File: src/rtl/pipe_stage_reg_perf_pkg.sv
// Shared CPU pipeline definitions: the control-field layout carried between
// stages, default widths, and the stall-source index map.
package cpu_pipe_pkg;

  // Control field for one pipeline slot. All-zero is the bubble encoding,
  // so every side-effect bit must be active-high.
  typedef struct packed {
    logic [3:0] alu_op;
    logic       alu_src;
    logic       mem_read;
    logic       mem_write;
    logic       reg_write;
    logic       branch;
    logic       jump;
    logic       mem_to_reg;
    logic [4:0] rsvd;
  } ctrl_t;

  localparam int CTRL_W_DEF = $bits(ctrl_t);
  localparam int CNT_W_DEF  = 64;

  // Stall-source bit positions in the stall vector
  localparam int STALL_IM = 0;
  localparam int STALL_DM = 1;

endpackage

File: src/rtl/pipe_stage_reg_perf_if.sv
// Handshake bundle between pipeline and one stage register.
//   master : pipeline side, drives stall/flush/in_*, reads out_*
//   slave  : stage register, reads stall/flush/in_*, drives out_*
interface pipe_stage_reg_perf_if
  import cpu_pipe_pkg::*;
#(
  parameter int DATA_W  = 128,
  parameter int CTRL_W  = CTRL_W_DEF,
  parameter int STALL_N = 2
) ();

  logic [STALL_N-1:0] stall;
  logic               flush;
  logic               in_valid;
  logic [CTRL_W-1:0]  in_ctrl;
  logic [DATA_W-1:0]  in_data;
  logic               out_valid;
  logic [CTRL_W-1:0]  out_ctrl;
  logic [DATA_W-1:0]  out_data;

  modport master (
    output stall, flush, in_valid, in_ctrl, in_data,
    input  out_valid, out_ctrl, out_data
  );

  modport slave (
    input  stall, flush, in_valid, in_ctrl, in_data,
    output out_valid, out_ctrl, out_data
  );

endinterface

File: src/rtl/pipe_stage_reg_perf_counter.sv
// perf_counter: free-running wrap-around event counter.
//   clk, reset (async, active low)
//   clr : synchronous clear, wins over inc
//   inc : count one event this edge
//   cnt : current count
module perf_counter
  import cpu_pipe_pkg::*;
#(
  parameter int CNT_W = CNT_W_DEF
) (
  input  logic             clk,
  input  logic             reset,
  input  logic             clr,
  input  logic             inc,
  output logic [CNT_W-1:0] cnt
);

  always_ff @(posedge clk or negedge reset) begin
    if (!reset)   cnt <= '0;
    else if (clr) cnt <= '0;
    else if (inc) cnt <= cnt + CNT_W'(1);
  end

endmodule

File: src/rtl/pipe_stage_reg_perf.sv
// pipe_stage_reg_perf: one pipeline stage register (IF/ID .. MEM/WB) plus the
// stage's performance counters.
//   clk, reset      : clock, async active-low reset
//   p (slave)       : stall vector, flush, in_valid/ctrl/data, out_valid/ctrl/data
//   cnt_clr         : synchronous clear of all counters
//   cycle_cnt       : cycles since reset/clear
//   instret_cnt     : accepted instructions once past the warm-up window
//   stall_cnt       : cycles with any stall source active
//   flush_cnt       : flushes that took effect (not masked by a stall)
// Update priority each edge: stall > flush > load. Outputs are all registered.
module pipe_stage_reg_perf
  import cpu_pipe_pkg::*;
#(
  parameter int                DATA_W   = 128,
  parameter int                CTRL_W   = CTRL_W_DEF,
  parameter logic [CTRL_W-1:0] CTRL_NOP = '0,
  parameter int                STALL_N  = 2,
  parameter int                CNT_W    = CNT_W_DEF,
  parameter int                WARMUP   = 4,
  parameter bit                COUNT_EN = 1'b1
) (
  input  logic                clk,
  input  logic                reset,
  pipe_stage_reg_perf_if.slave p,
  input  logic                cnt_clr,
  output logic [CNT_W-1:0]    cycle_cnt,
  output logic [CNT_W-1:0]    instret_cnt,
  output logic [CNT_W-1:0]    stall_cnt,
  output logic [CNT_W-1:0]    flush_cnt
);

  logic              stall_any;
  logic              flush_eff;
  logic              accept;
  logic              valid_q;
  logic [CTRL_W-1:0] ctrl_q;
  logic [DATA_W-1:0] data_q;

  assign stall_any = |p.stall;
  assign flush_eff = p.flush & ~stall_any;
  assign accept    = p.in_valid & ~stall_any & ~p.flush;

  // Flush only kills valid/ctrl; data is left alone so the wide payload
  // does not toggle on a bubble.
  always_ff @(posedge clk or negedge reset) begin
    if (!reset) begin
      valid_q <= 1'b0;
      ctrl_q  <= CTRL_NOP;
      data_q  <= '0;
    end else if (stall_any) begin
      valid_q <= valid_q;
      ctrl_q  <= ctrl_q;
      data_q  <= data_q;
    end else if (p.flush) begin
      valid_q <= 1'b0;
      ctrl_q  <= CTRL_NOP;
    end else begin
      valid_q <= p.in_valid;
      ctrl_q  <= p.in_valid ? p.in_ctrl : CTRL_NOP;
      data_q  <= p.in_data;
    end
  end

  assign p.out_valid = valid_q;
  assign p.out_ctrl  = ctrl_q;
  assign p.out_data  = data_q;

  generate
    if (COUNT_EN) begin : g_cnt
      localparam logic [CNT_W-1:0] WARMUP_C = CNT_W'(WARMUP);
      logic instret_inc;

      // Warm-up compares the pre-increment cycle count, so it reapplies
      // after a clear and after cycle_cnt wraps.
      assign instret_inc = accept & (cycle_cnt >= WARMUP_C);

      perf_counter #(.CNT_W(CNT_W)) u_cycle (
        .clk(clk), .reset(reset), .clr(cnt_clr), .inc(1'b1), .cnt(cycle_cnt));
      perf_counter #(.CNT_W(CNT_W)) u_instret (
        .clk(clk), .reset(reset), .clr(cnt_clr), .inc(instret_inc), .cnt(instret_cnt));
      perf_counter #(.CNT_W(CNT_W)) u_stall (
        .clk(clk), .reset(reset), .clr(cnt_clr), .inc(stall_any), .cnt(stall_cnt));
      perf_counter #(.CNT_W(CNT_W)) u_flush (
        .clk(clk), .reset(reset), .clr(cnt_clr), .inc(flush_eff), .cnt(flush_cnt));
    end else begin : g_no_cnt
      logic unused_cnt;
      assign unused_cnt  = ^{accept, flush_eff, cnt_clr};
      assign cycle_cnt   = '0;
      assign instret_cnt = '0;
      assign stall_cnt   = '0;
      assign flush_cnt   = '0;
    end
  endgenerate

endmodule

File: src/flat_wrapper.sv
// flat-port wrapper written by rule: the top's interface ports become plain ports
module pipe_stage_reg_perf_flat import cpu_pipe_pkg::*;
#(
  parameter int                DATA_W   = 128,
  parameter int                CTRL_W   = CTRL_W_DEF,
  parameter logic [CTRL_W-1:0] CTRL_NOP = '0,
  parameter int                STALL_N  = 2,
  parameter int                CNT_W    = CNT_W_DEF,
  parameter int                WARMUP   = 4,
  parameter bit                COUNT_EN = 1'b1
)
  (clk, reset, cnt_clr, cycle_cnt, instret_cnt, stall_cnt, flush_cnt, p_stall, p_flush, p_in_valid, p_in_ctrl, p_in_data, p_out_valid, p_out_ctrl, p_out_data);
  pipe_stage_reg_perf_if #(.DATA_W(DATA_W), .CTRL_W(CTRL_W), .STALL_N(STALL_N)) p_i ();
  input  logic clk;
  input  logic reset;
  input  logic cnt_clr;
  output logic [CNT_W-1:0] cycle_cnt;
  output logic [CNT_W-1:0] instret_cnt;
  output logic [CNT_W-1:0] stall_cnt;
  output logic [CNT_W-1:0] flush_cnt;
  input wire logic [$bits(p_i.stall)-1:0] p_stall;
  input wire logic [$bits(p_i.flush)-1:0] p_flush;
  input wire logic [$bits(p_i.in_valid)-1:0] p_in_valid;
  input wire logic [$bits(p_i.in_ctrl)-1:0] p_in_ctrl;
  input wire logic [$bits(p_i.in_data)-1:0] p_in_data;
  output wire logic [$bits(p_i.out_valid)-1:0] p_out_valid;
  output wire logic [$bits(p_i.out_ctrl)-1:0] p_out_ctrl;
  output wire logic [$bits(p_i.out_data)-1:0] p_out_data;
  assign p_i.stall = p_stall;
  assign p_i.flush = p_flush;
  assign p_i.in_valid = p_in_valid;
  assign p_i.in_ctrl = p_in_ctrl;
  assign p_i.in_data = p_in_data;
  assign p_out_valid = p_i.out_valid;
  assign p_out_ctrl = p_i.out_ctrl;
  assign p_out_data = p_i.out_data;
  pipe_stage_reg_perf #(.DATA_W(DATA_W), .CTRL_W(CTRL_W), .CTRL_NOP(CTRL_NOP), .STALL_N(STALL_N), .CNT_W(CNT_W), .WARMUP(WARMUP), .COUNT_EN(COUNT_EN)) u_core (.clk(clk), .reset(reset), .p(p_i), .cnt_clr(cnt_clr), .cycle_cnt(cycle_cnt), .instret_cnt(instret_cnt), .stall_cnt(stall_cnt), .flush_cnt(flush_cnt));
endmodule
File: config.mk
export PLATFORM = sky130hd
export DESIGN_NAME = pipe_stage_reg_perf_flat
export DESIGN_NICKNAME = d
export VERILOG_FILES = /design/src/rtl/pipe_stage_reg_perf_pkg.sv /design/src/rtl/pipe_stage_reg_perf_if.sv /design/src/rtl/pipe_stage_reg_perf_counter.sv /design/src/rtl/pipe_stage_reg_perf.sv /design/src/flat_wrapper.sv
export SDC_FILE = /design/constraint.sdc
export NUM_CORES = 1
export LEC_CHECK = 0
export BUFFER_PORTS_ARGS = -buffer_cell sky130_fd_sc_hd__buf_2
export CAP_MARGIN = 20
export CORE_AREA = 2 2 257 196
export CTS_CLUSTER_DIAMETER = 40
export CTS_CLUSTER_SIZE = 40
export DETAILED_ROUTE_END_ITERATION = 7
export DIE_AREA = 0 0 259 198
export GPL_ROUTABILITY_DRIVEN = 0
export SYNTH_ARGS = -nofsm -noshare
export SYNTH_HDL_FRONTEND = slang
export SYNTH_SLANG_ARGS = --single-unit
File: constraint.sdc
create_clock -name clk -period 4.4 [get_ports clk]
set_clock_uncertainty 0.1 [all_clocks]
set_input_delay 0.44 -clock clk [delete_from_list [all_inputs] [get_ports clk]]
set_output_delay 0.44 -clock clk [all_outputs]
set_load 0.05 [all_outputs]
* Word level (Yosys, flattened, before mapping)
Cells that the tools add are included.
** Storage, ports and cells
- RAM bits :: 0
- ROM bits :: 0
- Memories :: 0
- Bits of input ports :: 151
- Word-level logic and storage cells :: 33
- Output and inout port bits :: 401
- Latch bits :: 0
- Register bits after elaboration :: 401
** Operators by class
- Multiply operators :: 0
- Div/mod/pow operators :: 0
- Bitwise logic cells :: 6
- Shift-type cells :: 0
- Reduce and logical (&&, ||, !) cells :: 5
- Magnitude comparators :: 1
- Mux-type cells :: 10
- Eq/ne operators :: 0
- $add $sub $neg :: 4
** Operator list (number)
- two-way mux 64 bit :: 7
- adder 64 x 1 -> 64 bit (second input constant) :: 4
- greater-or-equal comparator 64 x 3 -> 1 bit (second input constant) :: 1
- two-way mux 16 bit :: 2
- nonzero test 2 bit :: 3
- AND 1 bit :: 4
- NOT 1 bit :: 2
- AND reduction 2 bit :: 1
- OR reduction 2 bit :: 1
- two-way mux 1 bit :: 1

* Longest topological paths before layout
Gate-level depths: netlist of the first run.
- Word-level depth :: 7
- Gate-level depth with buffers :: 8
- Mapped depth without buffers :: 6

* Hierarchy
A second synthesis of the first run with hierarchy kept.
** Second synthesis, totals
- Cells, all modules :: 1852
- Area total of the unflattened synthesis :: 19454.9 um^2
** Modules (own cells, without submodules)
- perf_counter at u_core.g_cnt.u_cycle ... :: cells each 379, sequential area each 1601.5 um^2, area each 3460.8 um^2, times used 3
- pipe_stage_reg_perf :: cells each 336, sequential area each 3628.5 um^2, area each 5596.6 um^2, times used 1
- perf_counter at u_core.g_cnt.u_instret :: cells each 379, sequential area each 1601.5 um^2, area each 3475.8 um^2, times used 1

* Least setup slack after synthesis of the first run
No wires, ideal clock.
- Path kind :: reg-to-reg
- From :: reg u_core.g_cnt.u_stall.cnt[0]
- To :: reg u_core.g_cnt.u_stall.cnt[52]
- Library setup time :: 78 ps
- Data required time :: 4222 ps
- Cell stages (with the launch flop) :: 8
- Buffers on the path :: 1
- Setup slack :: 1559 ps
- Arrival :: 2663 ps
- Clock period less this slack :: 2841 ps
- Path through :: dfrtp_1 > ha_1 > nand2_1 > or4b_4 > or3_1 > clkbuf_1 > or4_1 > a21oi_1
** Between the ends
- Longest elaborated chain between the ends :: 3
** RTL lines
- from (decl) :: RTL line pipe_stage_reg_perf_counter.sv:15 : output logic [CNT_W-1:0] cnt
- from (signal assigned) :: RTL line pipe_stage_reg_perf_counter.sv:21 : else if (inc) cnt <= cnt + CNT_W'(1);
- adder 64 x 1 -> 64 bit :: RTL line pipe_stage_reg_perf_counter.sv:21
- two-way mux 64 bit :: RTL line pipe_stage_reg_perf_counter.sv:21
- two-way mux 64 bit :: RTL line pipe_stage_reg_perf_counter.sv:20 : else if (clr) cnt <= '0;
No other way between the ends. The select of a mux whose other input is x is not followed.
A chain may end at the register's enable or synchronous reset.

* Worst setup path after layout of the first run
- From :: reg u_core.g_cnt.u_cycle.cnt[0]
- To :: reg u_core.g_cnt.u_cycle.cnt[60]
** Between the ends
- Longest elaborated chain between the ends :: 2
** RTL lines (RTL line)
- from (decl) :: pipe_stage_reg_perf_counter.sv:15
- from (signal assigned) :: pipe_stage_reg_perf_counter.sv:21
- adder 64 x 1 -> 64 bit :: pipe_stage_reg_perf_counter.sv:21
- two-way mux 64 bit :: pipe_stage_reg_perf_counter.sv:20
No other way between the ends.

==> results of run 1 <==
-- placed cells by master (no fill, tap or decap), types with 5 or more instances in the layout --
cell type                       synthesis  final
sky130_fd_sc_hd__buf_2                  2    549
sky130_fd_sc_hd__dfrtp_1              401    401
sky130_fd_sc_hd__nor2_1               151    151
sky130_fd_sc_hd__dlygate4sd3_1          0    145
sky130_fd_sc_hd__mux2_2               135    135
sky130_fd_sc_hd__a21oi_1              125    125
sky130_fd_sc_hd__nand4_1              114    114
sky130_fd_sc_hd__nand2_1               87     87
sky130_fd_sc_hd__nand3_1               82     82
sky130_fd_sc_hd__or4_1                 79     79
sky130_fd_sc_hd__o31ai_1               74     74
sky130_fd_sc_hd__xnor2_1               62     62
sky130_fd_sc_hd__clkbuf_16              0     59
sky130_fd_sc_hd__nor4_1                58     57
sky130_fd_sc_hd__or3_1                 55     55
sky130_fd_sc_hd__xor2_1                52     52
sky130_fd_sc_hd__o21ai_0               49     49
sky130_fd_sc_hd__inv_1                 44     44
sky130_fd_sc_hd__nor3_1                38     36
sky130_fd_sc_hd__and3_1                30     30
sky130_fd_sc_hd__and4_1                23     23
sky130_fd_sc_hd__buf_4                  0     17
sky130_fd_sc_hd__a22o_1                16     16
sky130_fd_sc_hd__and2_1                14     14
sky130_fd_sc_hd__clkbuf_8               0     11
sky130_fd_sc_hd__nor2b_1                9      9
sky130_fd_sc_hd__inv_6                  0      9
sky130_fd_sc_hd__bufinv_16              0      9
sky130_fd_sc_hd__o21a_1                 7      7
sky130_fd_sc_hd__or2_2                  7      7
sky130_fd_sc_hd__buf_12                 0      6
sky130_fd_sc_hd__nor4_2                 5      5
sky130_fd_sc_hd__ha_1                   5      5
sky130_fd_sc_hd__inv_8                  0      5
sky130_fd_sc_hd__clkinv_2               0      5
-- stage by stage --
| step | hold WS (ns) | std cells | setup slack [ns] | power, mW |
|---|---|---|---|---|
| 2_1_floorplan | 0.0444 | 1863 | 1.56 | 5.28 |
| 3_3_place_gp | 0.365 | 2991 | 1.22 | 5.85 |
| 3_5_place_dp | 0.363 | 2991 | 1.16 | 5.88 |
| 4_1_cts | 0.182 | 3244 | 1.28 | 11.1 |
| 5_1_grt | 0.212 | 3244 | 0.978 | 11.4 |
| 6_report | 0.226 | 3244 | 1.25 | 11.0 |
-- power groups by stage --
stage | Combinational [mW] | Clock [mW] | Sequential (mW)
after floorplan | 0.308 | 0 | 4.97
after global placement | 1.75 | 0 | 4.11
after detailed placement | 1.76 | 0 | 4.12
after CTS | 1.86 | 5.17 | 4.06
after global routing | 1.94 | 5.35 | 4.10
final | 1.88 | 5.08 | 4.07
-- layout make-up --
cell class / count / area [um^2] / share of cell area, %
clock inverter: 36 / 513 / 1.94
multi-input combinational: 1315 / 8750 / 33.2
clock buffer: 72 / 1630 / 6.16
inverter: 44 / 165 / 0.626
tap: 657 / 822 / 3.12
timing repair buffer: 719 / 4480 / 17.0
sequential: 401 / 10000 / 38.0
-- flip-flops by register name, indices dropped and copies added, names as in the netlist --
register and flops:
u_core.p.out_data 128, u_core.g_cnt.u_cycle.cnt 64, u_core.g_cnt.u_flush.cnt 64, u_core.g_cnt.u_instret.cnt 64
u_core.g_cnt.u_stall.cnt 64, u_core.p.out_ctrl 16, u_core.p.out_valid 1
-- worst max-delay path: stages, from the launching register on --
cell and delay (ns):
sky130_fd_sc_hd__dfrtp_1 0.44, sky130_fd_sc_hd__ha_1 0.27, sky130_fd_sc_hd__nand2_1 0.14, sky130_fd_sc_hd__nor4_1 0.68
sky130_fd_sc_hd__nand4_1 0.70, sky130_fd_sc_hd__or3_1 0.56, sky130_fd_sc_hd__a21oi_1 0.17
-- per-layer routing --
layer / share of wire (%) / routed length (um) / up-vias / GRT usage (%)
li1: - / - / 8312 / -
met1: 40 / 27000 / 9064 / 32.3
met2: 49 / 33300 / 668 / 42.9
met3: 6.0 / 4110 / 147 / 4.76
met4: 5.3 / 3590 / 0 / 12.8
met5: 0 / 0 / - / 0
-- cells by family (layout without fill, tap and decap cells) --
kind of cell,Yosys count,count (layout),share of synthesized area (%)
simple gates,771,771,22.4
flops,401,401,51.9
compound gates,289,289,9.33
buf+inv,147,871,2.94
mux,136,136,7.92
xor+xnor,114,114,5.16
fa+ha+maj,5,5,0.324
-- how the worst max path moves through the flow --
stage	start	to	slack, ns	depth (start not counted)
3_3_place_gp	p_stall[1]	u_core.g_cnt.u_flush.cnt[62]	1.22	6
3_5_place_dp	p_stall[1]	u_core.g_cnt.u_flush.cnt[58]	1.16	6
5_1_grt	u_core.g_cnt.u_cycle.cnt[0]	u_core.g_cnt.u_cycle.cnt[60]	0.98	6
2_1_floorplan	u_core.g_cnt.u_stall.cnt[0]	u_core.g_cnt.u_stall.cnt[52]	1.56	7
6_report	u_core.g_cnt.u_cycle.cnt[0]	u_core.g_cnt.u_cycle.cnt[60]	1.25	6
4_1_cts	u_core.g_cnt.u_instret.cnt[10]	u_core.g_cnt.u_instret.cnt[60]	1.28	5
==> flow_summary.rst, run 1 <==
.. list-table::
   :header-rows: 1

   * - Metric
     - Value
   * - MaxCap Viol Count
     - 0
   * - Static Leakage
     - 11.7 nW
   * - Fraction of power consumed by combinational cells
     - 17.0%
   * - Unique cell type count in the Yosys netlist
     - 58
   * - Syn Nets
     - 2019
   * - Number of fill cells
     - 4249
   * - Number of gates given a new drive strength after cts
     - 0
   * - Top cell type by total area after synthesis
     - sky130_fd_sc_hd__dfrtp_1
   * - Routed length per placed instance
     - 21.0 um
   * - Worst flop-to-flop path endpoint
     - u_core.g_cnt.u_cycle.cnt[60]
   * - Slew @ Worst Pin
     - 0.985 ns
   * - Total clock buffers created by CTS
     - 59
   * - Global route total overflow
     - 0
   * - Fraction of layout instances using a drive strength above 1
     - 32.4%
   * - Worst-Skew Late Latency
     - 0.59 ns
   * - Proportion of netlist area held by the largest area contributor
     - 51.9%
   * - Max frequency
     - 0.317 GHz
   * - Chip Width
     - 259 um
   * - Total Die Area
     - 51300 um^2
   * - Part of the power in the clock network
     - 46.1%
   * - # rows
     - 71
   * - Final sum of negative setup slack
     - 0 ns
   * - Net switching power
     - 3.41 mW
   * - Count of nets left with antenna violations after detail routing
     - 0
   * - Number of flops mapped to enable cells by yosys
     - 0
   * - Initial antenna violation count
     - 0
   * - Kind of launch point of the worst setup path
     - flop
   * - Hold Crit Endpoint
     - u_core.g_cnt.u_flush.cnt[54]
   * - Post-DP HPWL
     - 46100 um
   * - Sequential fraction of design power
     - 36.9%
   * - Top post-synthesis cells by area
     - sky130_fd_sc_hd__dfrtp_1, sky130_fd_sc_hd__mux2_2, sky130_fd_sc_hd__nand4_1
   * - Instance count of the mapped netlist
     - 1863
   * - Vertical extent of the die
     - 198 um
   * - 1st-pass router iterations
     - 5
   * - Sequential cell area fraction in the yosys report
     - 51.9%
   * - Critical-path maximum fanout
     - 16
   * - Cell with the most instances after synthesis
     - sky130_fd_sc_hd__dfrtp_1
   * - Post-CTS Setup Inserts
     - 0
   * - Detailed-route vias per instance
     - 5.61
   * - Total detailed-routing wirelength
     - 68000 um
   * - Beginning of the worst register-to-register path
     - u_core.g_cnt.u_cycle.cnt[0]
   * - Global-route wire length before repair
     - 104000 um
   * - CORE AREA
     - 49100 um^2
   * - End-of-flow core utilization
     - 53.7%
   * - # nets final
     - 2696
   * - DRC viols
     - 0
   * - Critical path data arrival time
     - 3.55 ns
   * - Count of endpoints failing hold in the final timing report
     - 0
   * - Number of diodes
     - 0
   * - Synthesis warning total
     - 0
   * - Primary flip-flop cell chosen by synthesis mapping
     - sky130_fd_sc_hd__dfrtp_1
   * - Area after detailed placement
     - 22800 um^2
   * - Maximum number of pins on one net before global-route repair
     - 207
   * - Count of buffers inserted at the top-level ports
     - 551
   * - Critical Path RT
     - 4.80 ns
   * - Ys async rst share
     - 100%
   * - Synth Area per Inst
     - 10.4 um^2
   * - Number of global-route vias before repair
     - 17900
   * - Status
     - completed
   * - Detailed Route Iter0 Violations
     - 1319
   * - Slew Limit Headroom
     - 34.3%
   * - Worst R2R Setup Slack
     - 1.25 ns
   * - TritonCTS clock tree
     - done
   * - Hold-fix buffers, CTS
     - 145
   * - Most frequent cells after synthesis
     - sky130_fd_sc_hd__dfrtp_1, sky130_fd_sc_hd__nor2_1, sky130_fd_sc_hd__mux2_2
   * - Worst-case clock buffer depth
     - 3
   * - Number of max-slew violations in the final report
     - 0
   * - Maximum vdd drop
     - 341 uV
   * - Final setup vio count
     - 0
   * - Global router's overall resource usage
     - 25.8%
   * - Initial cell density of the core
     - 39.4%
   * - Flop and latch count out of synthesis
     - 401
   * - Unrepaired setup endpoints after global routing
     - no
   * - Synthesis-to-finish area growth
     - 36.5%
   * - Worst hold-check path type
     - primary input to flop
   * - I/O pins
     - 552
   * - Post-route clock period utilization
     - 71.7%
   * - Master cell of the clock root buffer
     - sky130_fd_sc_hd__clkbuf_16
   * - Sinks on Clock Net
     - 401
   * - Clock-pin slew of the registers on the worst-case setup and hold paths
     - 0.06 ns
   * - HP Start
     - cnt_clr
   * - Area of all placed cells without fillers
     - 26400 um^2
   * - Pwr Density
     - 418 nW/um^2
   * - Setup crit end kind
     - flop
   * - Period minus WS final
     - 3.15 ns
   * - Cell count of the worst hold path
     - 2
   * - Internal power
     - 7.63 mW
   * - Category of the critical setup timing path
     - flop to flop
   * - Number of vias in the routed layout
     - 18200
   * - Post-synthesis instance area
     - 19300 um^2
   * - Count of cells along the worst register-to-register path
     - 6
   * - CTS H-tree depth
     - 2
   * - Net switching fraction of the power
     - 30.9%
Note: power is estimated with default switching activity, not from simulation.
==> inputs of run 2 (changes only) <==
- clock period: 4.4 -> 3.3 ns (I/O delays scaled with it)
==> run 2 against run 1 <==
Effect of this change: die area stayed put; utilization is 0.069 points lower; register-to-register slack worse by 0.77 ns; clock power is 27% higher; critical path type unchanged; global-route usage is 0.50 points lower; count of clock-buffer cells in the layout is 7 lower.
==> flow_summary.rst, run 2 (synthesized netlist as in run 1, its figures left out) <==
.. list-table::
   :header-rows: 1

   * - Metric
     - Value
   * - Status
     - completed
   * - Register area
     - 10000 um^2 (unchanged)
   * - Sinks on Clock Net
     - 401 (unchanged)
   * - Crit path depth
     - 6 (unchanged)
   * - Number of fill cells
     - 4284 (+0.82%)
   * - MaxCap Viol Count
     - 0 (unchanged)
   * - # rows
     - 71 (unchanged)
   * - Post-DP HPWL
     - 46100 um (about the same)
   * - Initial cell density of the core
     - 39.4% (unchanged)
   * - # nets final
     - 2705 (+0.33%)
   * - Maximum number of pins on one net before global-route repair
     - 192 (-7.2%)
   * - Routed metal-1 wirelength
     - 26500 um (-1.8%)
   * - Synthesis-to-finish area growth
     - 36.3%
   * - 1st-pass router iterations
     - 5 (unchanged)
   * - Max frequency
     - 0.354 GHz (+12%)
   * - Critical-path maximum fanout
     - 23 (+7)
   * - Detailed-routed wire length on met3
     - 4150 um (+1.2%)
   * - DRC viols
     - 0 (unchanged)
   * - Kind of launch point of the worst setup path
     - flop
   * - Category of the critical setup timing path
     - flop to flop
   * - I/O pins
     - 552 (unchanged)
   * - Clock-pin slew of the registers on the worst-case setup and hold paths
     - 0.06 ns (about the same)
   * - Global router's overall resource usage
     - 25.3% (-0.50 points)
   * - Count of endpoints failing hold in the final timing report
     - 0 (unchanged)
   * - Total clock buffers created by CTS
     - 57 (-3.4%)
   * - Total area of multi-input combinational cells
     - 8750 um^2 (unchanged)
   * - Detailed-route vias per instance
     - 5.55 (-1.1%)
   * - Post-route clock period utilization
     - 85.5% (+14 points)
   * - CP cell instances
     - ha_1, nand2_1, or4b_4, or3_1, or4_1, a21oi_1
   * - Worst-Skew Late Latency
     - 0.61 ns (+0.02 ns)
   * - Final sum of negative setup slack
     - 0 ns (unchanged)
   * - Critical Path RT
     - 3.72 ns (-1.08 ns)
   * - Routed length per placed instance
     - 20.5 um (-2.2%)
   * - CTS H-tree depth
     - 2 (unchanged)
   * - Count of nets left with antenna violations after detail routing
     - 0 (unchanged)
   * - Post-CTS Setup Inserts
     - 0 (unchanged)
   * - Initial antenna violation count
     - 4 (+4)
   * - Number of vias in the routed layout
     - 18100 (-0.65%)
   * - Chip Width
     - 259 um (unchanged)
   * - Number of gates given a new drive strength after cts
     - 0 (unchanged)
   * - CORE AREA
     - 49100 um^2 (unchanged)
   * - Global route total overflow
     - 0 (unchanged)
   * - Master cell of the clock root buffer
     - sky130_fd_sc_hd__clkbuf_16
   * - Worst hold-check path type
     - primary input to asynchronous set/reset pin
   * - Global-route wire length before repair
     - 102000 um (-2.5%)
   * - Fraction of layout instances using a drive strength above 1
     - 32.6% (+0.18 points)
   * - Slew @ Worst Pin
     - 0.960 ns (-0.0256 ns)
   * - Hold-fix buffers, CTS
     - 145 (unchanged)
   * - Number of max-slew violations in the final report
     - 0 (unchanged)
   * - Slew Limit Headroom
     - 36.0% (+1.7 points)
   * - Cell with the biggest individual delay on the critical path
     - sky130_fd_sc_hd__or4b_4
   * - Met2 Routed Length
     - 32100 um (-3.5%)
   * - Static Leakage
     - 11.7 nW (-0.22%)
   * - Maximum vdd drop
     - 624 uV (+83%)
   * - Buffers & Inverters on Critical Path
     - 0 (unchanged)
   * - Final setup vio count
     - 0 (unchanged)
   * - Unrepaired setup endpoints after global routing
     - no
   * - TritonCTS clock tree
     - done
   * - Max reg flops
     - 128 (unchanged)
   * - Count of buffers inserted at the top-level ports
     - 551 (unchanged)
   * - Vertical extent of the die
     - 198 um (unchanged)
   * - Worst-case clock buffer depth
     - 3 (unchanged)
   * - Count of cells along the worst register-to-register path
     - 6 (unchanged)
   * - Number of global-route vias before repair
     - 17600 (-1.7%)
   * - Total Die Area
     - 51300 um^2 (unchanged)
   * - Highest Signal Layer
     - met4
   * - Total detailed-routing wirelength
     - 66700 um (-1.8%)
   * - Most frequent cells in the layout
     - sky130_fd_sc_hd__buf_2, sky130_fd_sc_hd__dfrtp_1, sky130_fd_sc_hd__nor2_1
   * - Detailed Route Iter0 Violations
     - 1397 (+5.9%)
   * - CP peak stage delay
     - 0.72 ns (+0.02 ns)
   * - Critical path data arrival time
     - 3.24 ns (-0.31 ns)
   * - Period minus WS final
     - 2.82 ns (-0.331 ns)
   * - Worst slack at placement
     - 0.387 ns (-0.775 ns)
   * - Leading cell type in the layout, fill and taps excluded
     - sky130_fd_sc_hd__buf_2
   * - Largest delay contributor family on the critical path
     - simple AND/OR/NAND/NOR gates
   * - Worst setup slack after layout
     - 0.479 ns (-0.769 ns)
   * - Pwr Density
     - 546 nW/um^2 (+30%)
   * - Setup crit end kind
     - flop
-- run 2: stage by stage --
stage                     utilization [%]  cells  power, mW  hold slack, ns  area (um^2)
after floorplan                         -   1863       7.04         -0.0656        19300
after global placement               46.6   3002       7.80           0.169        22900
after detailed placement             46.6   3002       7.82           0.179        22900
after CTS                            53.6   3254       14.5           0.128        26300
after global routing                 53.6   3258       14.8           0.171        26400
final                                53.6   3258       14.4           0.145        26400
-- run 2: power breakdown --
group	leakage, nW	switching (mW)	internal (mW)
clock network	0.971	2.57	3.89
registers	5.32	0.189	5.24
logic	5.38	1.82	0.671
-- run 2: cell type report --
type	instances	share of cell area (%)
sequential	401	38.1
timing repair buffer	730	17.3
antenna	4	0.0380
clock buffer	65	5.64
inverter	44	0.627
clock inverter	42	1.99
multi-input combinational	1315	33.2
tap	657	3.12
-- run 2: metal layers --
layer / vias to the layer above / global-route usage, %
met5: - / 0
met2: 680 / 41.9
met4: 0 / 14.0
li1: 8346 / -
met1: 8885 / 31.4
met3: 161 / 4.39
-- run 2: path summary, 6_finish.rpt --
check,slack [ns],from,to
max in group asynchronous,1.97,reset,u_core.g_cnt.u_flush.cnt[61]
min in group clk,0.22,p_in_valid,u_core.g_cnt.u_instret.cnt[1]
setup / recovery,0.48,u_core.g_cnt.u_stall.cnt[0],u_core.g_cnt.u_stall.cnt[56]
setup reg to reg,0.48,u_core.g_cnt.u_stall.cnt[0],u_core.g_cnt.u_stall.cnt[56]
hold reg to reg,0.37,u_core.p.out_valid,u_core.p.out_valid
hold / removal,0.15,reset,u_core.g_cnt.u_flush.cnt[56]
==> inputs of run 3 (changes only) <==
- ABC_AREA: default -> 1
- CORE_AREA: 2 2 257 196 -> 2 2 274 209
- DIE_AREA: 0 0 259 198 -> 0 0 276 211
==> run 3 against run 2 <==
Effect of this change: the run now ends with DRC left; worst setup slack improved by 0.24 ns; non-clock buffer count shrank 13; sequential share of layout area fell by 3.5 points; hold slack got worse by 0.078 ns; critical path depth increased by 5; first-iteration DRC count is 63% higher.
==> flow_summary.rst, run 3 <==
.. list-table::
   :header-rows: 1

   * - Metric
     - Value
   * - Highest Signal Layer
     - met4
   * - Buffers & Inverters on Critical Path
     - 1 (+1)
   * - Status
     - finished with violations
   * - Worst-Skew Late Latency
     - 0.62 ns (about the same)
   * - Period minus WS final
     - 2.58 ns (-0.240 ns)
   * - Violations in the final reports
     - DRC
   * - Detailed Route Iter0 Violations
     - 2278 (+63%)
   * - Area of all placed cells without fillers
     - 29000 um^2 (+10%)
   * - Number of max-slew violations in the final report
     - 0 (unchanged)
   * - Number of diodes
     - 0 (-4)
   * - Largest delay contributor family on the critical path
     - simple AND/OR/NAND/NOR gates
   * - Routed length per placed instance
     - 17.7 um (-14%)
   * - Global-route wire length before repair
     - 126000 um (+24%)
   * - Total detailed-routing wirelength
     - 81800 um (+22%)
   * - Syn Nets
     - 3290 (+63%)
   * - Count of placed standard cells in the final layout, fillers left out
     - 4616 (+42%)
   * - Final sum of negative setup slack
     - 0 ns (unchanged)
   * - Post-CTS Setup Inserts
     - 0 (unchanged)
   * - Critical Path RT
     - 3.72 ns (about the same)
   * - Global router's overall resource usage
     - 27.6% (+2.3 points)
   * - Setup crit end kind
     - flop
   * - I/O pins
     - 552 (unchanged)
   * - Max reg flops
     - 128 (unchanged)
   * - Placed insts
     - 4363 (+45%)
   * - Ys async rst share
     - 100% (unchanged)
   * - Register area
     - 10000 um^2 (unchanged)
   * - Chip Width
     - 276 um (+6.6%)
   * - Area after detailed placement
     - 25600 um^2 (+12%)
   * - Static Leakage
     - 14.4 nW (+23%)
   * - Count of nets left with antenna violations after detail routing
     - 0 (unchanged)
   * - CORE AREA
     - 55400 um^2 (+13%)
   * - CTS H-tree depth
     - 2 (unchanged)
   * - Slew Limit Headroom
     - 40.1% (+4.1 points)
   * - MaxCap Viol Count
     - 0 (unchanged)
   * - Tot Pwr
     - 13.7 mW (-4.8%)
   * - Cell with the most instances after synthesis
     - sky130_fd_sc_hd__nand2_1
   * - Synthesis-to-finish area growth
     - 31.9%
   * - Slew @ Worst Pin
     - 0.899 ns (-0.0612 ns)
   * - CP cell instances
     - nor2_1, nand2_1, nor2_1, nand2_1, nor2_4, nand2_2, nand2_2, nand2_4, inv_4, nand2_1, nand2_1
   * - Leading cell type in the layout, fill and taps excluded
     - sky130_fd_sc_hd__nand2_1
   * - Number of global-route vias before repair
     - 21600 (+23%)
   * - Post-synthesis instance area
     - 22000 um^2 (+14%)
   * - Global route total overflow
     - 0 (unchanged)
   * - Clock-pin slew of the registers on the worst-case setup and hold paths
     - 0.07 ns (about the same)
   * - Maximum number of pins on one net before global-route repair
     - 129 (-33%)
   * - Unrepaired setup endpoints after global routing
     - no
   * - Synthesis warning total
     - 0 (unchanged)
   * - End-of-flow core utilization
     - 52.4% (-1.2 points)
   * - Post-route clock period utilization
     - 78.2% (-7.3 points)
   * - Vertical extent of the die
     - 211 um (+6.6%)
   * - Initial cell density of the core
     - 39.7% (+0.39 points)
   * - Top cell type by total area after synthesis
     - sky130_fd_sc_hd__dfrtp_1
   * - Category of the critical setup timing path
     - flop to flop
   * - Master cell of the clock root buffer
     - sky130_fd_sc_hd__clkbuf_16
   * - Critical path data arrival time
     - 3.00 ns (-0.24 ns)
   * - Number of fill cells
     - 5430 (+27%)
   * - Kind of launch point of the worst setup path
     - flop
   * - Sinks on Clock Net
     - 401 (unchanged)
   * - Max frequency
     - 0.387 GHz (+9.3%)
   * - Worst hold-check path type
     - primary input to flop
   * - Unique cell type count in the Yosys netlist
     - 43 (-26%)
   * - Worst-case clock buffer depth
     - 3 (unchanged)
   * - Flop and latch count out of synthesis
     - 401 (unchanged)
   * - Synth Area per Inst
     - 7.02 um^2 (-32%)
   * - Worst path most repeated cell
     - sky130_fd_sc_hd__nand2_1
   * - Initial antenna violation count
     - 0 (-4)
   * - Pwr Density
     - 472 nW/um^2 (-14%)
   * - Routed metal-1 wirelength
     - 36400 um (+37%)
   * - Detailed-route vias per instance
     - 5.05 (-9.0%)
   * - Count of endpoints failing hold in the final timing report
     - 0 (unchanged)
   * - Primary flip-flop cell chosen by synthesis mapping
     - sky130_fd_sc_hd__dfrtp_1
   * - # nets final
     - 3993 (+48%)
   * - Fraction of layout instances using a drive strength above 1
     - 19.3% (-13 points)
   * - Sequential cell area fraction in the yosys report
     - 45.6% (-6.3 points)
   * - 1st-pass router iterations
     - 8 (+3)
   * - Instance count of the mapped netlist
     - 3134 (+68%)
   * - Total Die Area
     - 58200 um^2 (+14%)
   * - CP peak stage delay
     - 0.58 ns (-0.14 ns)
   * - Count of buffers inserted at the top-level ports
     - 551 (unchanged)
   * - Final setup vio count
     - 0 (unchanged)
   * - Total area of multi-input combinational cells
     - 10700 um^2 (+22%)
   * - Detailed-routed wire length on met3
     - 8130 um (+96%)
   * - TritonCTS clock tree
     - done
   * - Cell with the biggest individual delay on the critical path
     - sky130_fd_sc_hd__inv_4
   * - Most frequent cells in the layout
     - sky130_fd_sc_hd__nand2_1, sky130_fd_sc_hd__nor2_1, sky130_fd_sc_hd__buf_2
   * - Most frequent cells after synthesis
     - sky130_fd_sc_hd__nand2_1, sky130_fd_sc_hd__nor2_1, sky130_fd_sc_hd__dfrtp_1
   * - Post-DP HPWL
     - 60800 um (+32%)
   * - Met2 Routed Length
     - 35300 um (+10%)
   * - Critical-path maximum fanout
     - 62 (+170%)
   * - Total clock buffers created by CTS
     - 57 (unchanged)
   * - Maximum vdd drop
     - 396 uV (-37%)
   * - Number of vias in the routed layout
     - 23300 (+29%)
   * - Proportion of netlist area held by the largest area contributor
     - 45.6% (-6.3 points)
   * - # rows
     - 75 (+5.6%)
   * - Top post-synthesis cells by area
     - sky130_fd_sc_hd__dfrtp_1, sky130_fd_sc_hd__nand2_1, sky130_fd_sc_hd__nor2_1
   * - Number of flops mapped to enable cells by yosys
     - 0 (unchanged)
   * - DRC viols
     - 13 (+13)
-- run 3: what timing repair did --
action | 4_1_cts | 5_1_grt
hold buffers | 146 | 0
hold endpoints to repair | 221 | 0
gates resized for setup | 0 | 0
-- run 3: layer usage --
metal | track usage (%) | vias up
met5 | 0 | -
met4 | 7.08 | 0
met3 | 7.29 | 125
met2 | 41.3 | 1037
met1 | 39.5 | 10800
li1 | - | 11300
-- run 3: final timing paths --
check / cells after the start / end / slack, ns / startpoint
worst min-delay path: 2 / u_core.g_cnt.u_cycle.cnt[0] / 0.07 / cnt_clr
min in group asynchronous: 2 / u_core.p.out_data[101] / 0.22 / reset
worst max-delay path: 11 / u_core.g_cnt.u_instret.cnt[34] / 0.72 / u_core.g_cnt.u_cycle.cnt[7]
worst max register to register: 11 / u_core.g_cnt.u_instret.cnt[34] / 0.72 / u_core.g_cnt.u_cycle.cnt[7]
max in group asynchronous: 3 / u_core.g_cnt.u_flush.cnt[58] / 1.96 / reset
worst min register to register: 2 / u_core.p.out_data[71] / 0.36 / u_core.p.out_data[71]
-- run 3: report_power, final --
group | switching [mW] | leakage [nW] | internal [mW]
logic | 1.59 | 8.04 | 0.517
registers | 0.154 | 5.40 | 5.19
clock network | 2.58 | 0.936 | 3.66
total | 4.32 | 14.4 | 9.37
-- run 3: final cells by class --
cell class              count  share of cell area (%)
inverters                 258                    3.37
clock buffers              74                    5.49
repair buffers            717                    15.4
flip-flops and latches    401                    34.6
clock inverters            33                    1.25
multi-input cells        2402                    36.8
well taps                 731                    3.15
-- run 3: through the flow --
step,hold slack [ns],setup WS (ns)
CTS,0.0206,0.725
global route,0.0611,0.543
floorplan,-0.0656,1.16
global placement,0.296,0.791
finish,0.0674,0.719
detailed placement,0.297,0.793
-- run 3: cell families (layout without fill, tap and decap cells) --
| logic type | Yosys count | after routing | synth area share, % |
|---|---|---|---|
| XOR/XNOR | 59 | 59 | 2.35 |
| adder cells (fa/ha/maj) | 5 | 5 | 0.284 |
| flip-flops | 401 | 401 | 45.6 |
| buffers and inverters | 331 | 1082 | 5.95 |
| AO/OA/AOI/OAI | 222 | 222 | 5.72 |
| AND/OR/NAND/NOR | 2116 | 2116 | 40.1 |
-- run 3: worst register-to-register path, delay by kind of cell (launching register included) --
kind | cells | cell delay [ns]
DFF | 1 | 0.44
and+or+nand+nor | 10 | 1.34
buffers and inverters | 1 | 0.59
